--- src/rtl/gcd_pkg.sv ---
// gcd_pkg: shared state encoding and default sizing for the GCD operand sequencer.
package gcd_pkg;
  localparam logic [2:0] S_IDLE   = 3'd0;
  localparam logic [2:0] S_LOAD_A = 3'd1;
  localparam logic [2:0] S_LOAD_B = 3'd2;
  localparam logic [2:0] S_WAIT   = 3'd3;
  localparam logic [2:0] S_RESP   = 3'd4;
  localparam int GCD_WIDTH   = 16;
  localparam int GCD_TIMEOUT = 1024;
endpackage

--- src/rtl/gcd_operand_sequencer.sv ---
// gcd_operand_sequencer: feeds operand pairs to the GCD engine over its shared bus and returns results,
// short-circuiting zero operands and aborting engine runs that never finish.
module gcd_operand_sequencer
  import gcd_pkg::*;
#(
  parameter int WIDTH          = GCD_WIDTH,
  parameter int TIMEOUT_CYCLES = GCD_TIMEOUT,
  localparam int CNT_W         = $clog2(TIMEOUT_CYCLES + 1)
) (
  input  logic             clk,
  input  logic             rst,
  input  logic             in_valid,
  output logic             in_ready,
  input  logic [WIDTH-1:0] in_a,
  input  logic [WIDTH-1:0] in_b,
  output logic             out_valid,
  input  logic             out_ready,
  output logic [WIDTH-1:0] out_gcd,
  output logic             out_err,
  output logic             gcd_start,
  output logic [WIDTH-1:0] gcd_data,
  input  logic             gcd_done,
  input  logic [WIDTH-1:0] gcd_result
);
  logic [2:0]       state_q, state_d;
  logic [WIDTH-1:0] a_q, a_d, b_q, b_d, gcd_q, gcd_d, data_q, data_d;
  logic [CNT_W-1:0] cnt_q, cnt_d;
  logic             err_q, err_d, start_q, start_d, rdy_q, rdy_d, vld_q, vld_d;
  logic             accept, a_zero, b_zero, done_ok, timeout;

  assign accept  = in_valid && state_q == S_IDLE;
  assign a_zero  = in_a == '0;
  assign b_zero  = in_b == '0;
  // a done seen in the first WAIT cycle may be left over from the previous run
  assign done_ok = gcd_done && cnt_q != '0;
  assign timeout = cnt_q == CNT_W'(TIMEOUT_CYCLES - 1);

  always_ff @(posedge clk or posedge rst) begin
    if (rst) begin
      state_q <= S_IDLE;
      a_q     <= '0;
      b_q     <= '0;
      cnt_q   <= '0;
      gcd_q   <= '0;
      err_q   <= 1'b0;
      start_q <= 1'b0;
      data_q  <= '0;
      rdy_q   <= 1'b1;
      vld_q   <= 1'b0;
    end else begin
      state_q <= state_d;
      a_q     <= a_d;
      b_q     <= b_d;
      cnt_q   <= cnt_d;
      gcd_q   <= gcd_d;
      err_q   <= err_d;
      start_q <= start_d;
      data_q  <= data_d;
      rdy_q   <= rdy_d;
      vld_q   <= vld_d;
    end
  end

  always_comb begin
    state_d = state_q;
    case (state_q)
      S_IDLE:   state_d = !accept ? S_IDLE : (a_zero || b_zero) ? S_RESP : S_LOAD_A;
      S_LOAD_A: state_d = S_LOAD_B;
      S_LOAD_B: state_d = S_WAIT;
      S_WAIT:   state_d = (done_ok || timeout) ? S_RESP : S_WAIT;
      S_RESP:   state_d = out_ready ? S_IDLE : S_RESP;
      default:  state_d = S_IDLE;
    endcase
  end

  // outputs are computed from the next state so every port comes straight off a flop
  always_comb begin
    a_d     = accept ? in_a : a_q;
    b_d     = accept ? in_b : b_q;
    cnt_d   = state_q == S_WAIT ? cnt_q + CNT_W'(1) : '0;
    start_d = state_d == S_LOAD_A;
    data_d  = state_d == S_LOAD_A ? a_d : (state_d == S_LOAD_B || state_d == S_WAIT) ? b_q : '0;
    rdy_d   = state_d == S_IDLE;
    vld_d   = state_d == S_RESP;
    gcd_d   = accept ? (a_d | b_d) : gcd_q;
    err_d   = accept ? (a_zero && b_zero) : err_q;
    if (state_q == S_WAIT && (done_ok || timeout)) begin
      gcd_d = done_ok ? gcd_result : '0;
      err_d = !done_ok;
    end
  end

  assign in_ready  = rdy_q;
  assign out_valid = vld_q;
  assign out_gcd   = gcd_q;
  assign out_err   = err_q;
  assign gcd_start = start_q;
  assign gcd_data  = data_q;
endmodule

--- config.mk ---
export PLATFORM = sky130hd
export DESIGN_NAME = gcd_operand_sequencer
export DESIGN_NICKNAME = d
export VERILOG_FILES = /design/src/rtl/gcd_pkg.sv /design/src/rtl/gcd_operand_sequencer.sv
export SDC_FILE = /design/constraint.sdc
export NUM_CORES = 1
export LEC_CHECK = 0
export ABC_AREA = 1
export BUFFER_PORTS_ARGS = -buffer_cell sky130_fd_sc_hd__buf_2
export CAP_MARGIN = 20
export CORE_MARGIN = 4
export CORE_UTILIZATION = 41
export DETAILED_ROUTE_END_ITERATION = 12
export PLACE_DENSITY = 0.74
export SKIP_LAST_GASP = 1
export SLEW_MARGIN = 5
export SYNTH_ARGS = -nofsm -noshare
export SYNTH_HDL_FRONTEND = slang
export SYNTH_SLANG_ARGS = --single-unit
--- constraint.sdc ---
create_clock -name clk -period 5.5 [get_ports clk]
set_input_delay 1.1 -clock clk [delete_from_list [all_inputs] [get_ports clk]]
set_output_delay 1.1 -clock clk [all_outputs]
set_load 0.005 [all_outputs]
==> impl_metrics.tcl <==
set metrics [dict create \
    status "finished clean" \
    cts_hold_buf 0 \
    hold_path_depth 2 \
    via_count 3331 \
    synth_cell_types 30 \
    tightest_slew_ns 0.8569 \
    crit_path_end_kind "flop" \
    core.rowCount 36 \
    synth_area_per_cell_um2 8.361 \
    drt-total-wl_um 9735 \
    antenna_found_initial 0 \
    htree_num_levels 3 \
    rsz0062_at_grt "false" \
    num-nets-final 631 \
    floorplan.initialDensity 0.4200 \
    path_buf_inv 3 \
    path_common_cell "nand2_1" \
    power_leakage_nw 2.770 \
    place.gp.congestion 0.8731 \
    grt_util_met1 0.2254 \
    r2r_end "gcd_data[13]$_DFF_PP0_" \
    reg2regPathDepth 8 \
    use_met3 0.04179 \
    ant_nets 0 \
    netlist_area_um2 4105 \
    yosysWarnings 0 \
    r2r_slack_ns 2.82 \
    wl_per_cell_um 13.63 \
    crit_chain "buf_2 -> nand2_1 -> nor2_2 -> inv_2 -> buf_4 -> o21ai_0 -> nand2_1 -> nand2_2" \
    io_buffers 88 \
    slowest_delay_ns 0.67 \
    regToRegStartpoint "state_q[2]$_DFF_PP0_" \
    crit_family "buffers and inverters" \
    synth-edff-count 0 \
    met2_usage 0.2846 \
    synth_top_area_frac 0.4938 \
    num-fill-cells 959 \
    max_cap_violations 0 \
    clk_pin_slew_ns 0.09 \
    utilization 0.4927 \
    async_flop_share 1.000 \
    ys.flop_type "dfrtp_1" \
    fin_skew_ns 0.009355 \
    hold_path_class "reg2reg" \
    grt_usage 0.1762 \
    critPathArrivalTime_ns 3.27 \
    start_kind "input port" \
    die_y_um 108.1 \
    first_pass_iters 4 \
    die_w_um 108.1 \
    max-slew-margin-rel 0.4281 \
    antenna_cells 0 \
    synth_nets 546 \
    seq_area_um2 2053 \
    cts_made_buffers 9 \
    fin_crit_ns 2.967 \
    holdCritStartpoint "b_q[13]$_DFF_PP0_" \
    die-area_um2 11680 \
    vias_per_cell 4.665 \
    worst-path-max-fanout 41 \
    totalPowerFinal_mw 2.233 \
    path_class "in2reg" \
    grt_max_degree 83 \
    drc 0 \
    cts_buffer_depth 2 \
    vdd_ir_drop_max_mv 0.1939 \
    postCtsSetupBuffers 0 \
    boundaryPins 89 \
    clkSinkCount 82 \
    timing.fmax_mhz 337.0 \
    crit_required_ns 5.81 \
    yosys-top-cells-area "dfrtp_1 (49%), nand2_1 (12%), inv_1 (6.9%), nand3_2 (5.4%), nand3_1 (5.1%)" \
    timing.final.ws_setup_ns 2.533 \
    ctsResizeCount 0 \
    multi_input_area_um2 1599 \
    grt_pass1_vias 3460 \
    cts_tree "done" \
    drt_iter0_drc 175 \
    drive_gt1_frac 0.2926 \
    place.detailed.hpwl_um 7219 \
    seq_area_frac_synth 0.5002 \
    holdPathEnd "gcd_data[13]$_DFF_PP0_" \
    pre_cts_ws_ns 2.215 \
    ys_ff_latch 82 \
    coreArea_um2 9774 \
    hold_viol 0 \
    yosysTopAreaCell "dfrtp_1" \
    synthCells 491 \
    finalSetupViolCount 0 \
    top_usage_layer "met2" \
    finalCritPeriodShare 0.5395 \
    cp_slowest_cell "nor2_2" \
    cts_root_buf "clkbuf_8" \
    worst_skew_pair.late_latency_ns 0.36 \
    p_per_area_nw_per_um2 463.6 \
    tns_ns 0 \
    slew_viol_final 0 \
    grt_pass1_wl_um 16130 \
    grt-ovfl-total 0 \
    area_growth_pct 17.31 \
]
where the power goes:
| part | total, mW | switching [mW] | leakage (nW) | internal (mW) |
|---|---|---|---|---|
| clock network | 0.449 | 0.237 | 0.0921 | 0.213 |
| logic | 0.834 | 0.528 | 1.65 | 0.307 |
| registers | 0.949 | 0.110 | 1.03 | 0.839 |
| total | 2.23 | 0.875 | 2.77 | 1.36 |
placed cells by master (no fill, tap or decap), types with 4 or more instances in the layout:
cell type,netlist,final
a21oi_1,7,7
buf_2,8,88
clkbuf_8,0,9
dfrtp_1,81,81
inv_1,75,74
inv_2,6,6
nand2_1,131,131
nand2_2,21,21
nand3_1,42,42
nand3_2,22,22
nor2_1,33,33
o21ai_0,33,33
o21ai_1,4,4
through the flow:
stage	instance area, um2	hold slack (ns)	instances
final	4816	0.4806	714
after floorplan	4105	0.4422	491
after CTS	4788	0.4809	713
after global routing	4816	0.4923	714
after detailed placement	4586	0.4601	697
after global placement	4586	0.4514	697
Yosys cell counts, types with 3 or more instances:
| library cell | number |
|---|---|
| nand2_1 | 131 |
| dfrtp_1 | 81 |
| inv_1 | 75 |
| nand3_1 | 42 |
| nor2_1 | 33 |
| o21ai_0 | 33 |
| nand3_2 | 22 |
| nand2_2 | 21 |
| buf_2 | 8 |
| a21oi_1 | 7 |
| inv_2 | 6 |
| buf_6 | 5 |
| o21ai_1 | 4 |
| nand3_4 | 3 |
tightest hold or removal path, cell delays in order (launching register included):
cell and delay [ns]:
dfrtp_1 0.36, nand2_2 0.06, nand2_2 0.04
routing by layer:
metal,vias up,wire length (um)
met5,-,0
met4,0,294
met3,22,585
met2,94,4623
met1,1535,4232
li1,1680,-
cell type report:
type,count,share of cell area
Multi-Input combinational cell,310,0.3320
Tap cell,133,0.03455
Timing Repair Buffer,91,0.1003
Sequential cell,82,0.4263
Inverter,82,0.06469
Clock buffer,9,0.02572
Clock inverter,7,0.01637
registers in the layout (all words and copies together) (netlist names):
signal,cells
state_q,3
gcd_data,16
cnt_q,11
out_valid,1
gcd_start,1
b_q,16
in_ready,1
a_q,16
out_err,1
out_gcd,16
worst max-delay path by stage:
stage / startpoint / to / slack [ns] / cells past startpoint
2_1_floorplan: rst / a_q[0]$_DFF_PP0_ / 2.29 / 1
3_5_place_dp: in_valid / gcd_data[0]$_DFF_PP0_ / 2.22 / 8
6_report: in_valid / gcd_data[13]$_DFF_PP0_ / 2.53 / 8
5_1_grt: in_valid / gcd_data[13]$_DFF_PP0_ / 2.37 / 8
3_3_place_gp: in_valid / gcd_data[13]$_DFF_PP0_ / 2.30 / 8
4_1_cts: in_valid / gcd_data[13]$_DFF_PP0_ / 2.58 / 8
cell families after synthesis:
| kind of cell | share of synthesized area |
|---|---|
| AO/OA/AOI/OAI | 0.05761 |
| XOR/XNOR | 0.002134 |
| adder cells (fa/ha/maj) | 0.006095 |
| buffers and inverters | 0.1103 |
| flip-flops | 0.5002 |
| AND/OR/NAND/NOR | 0.3237 |
Note: power is estimated with default switching activity, not from simulation.
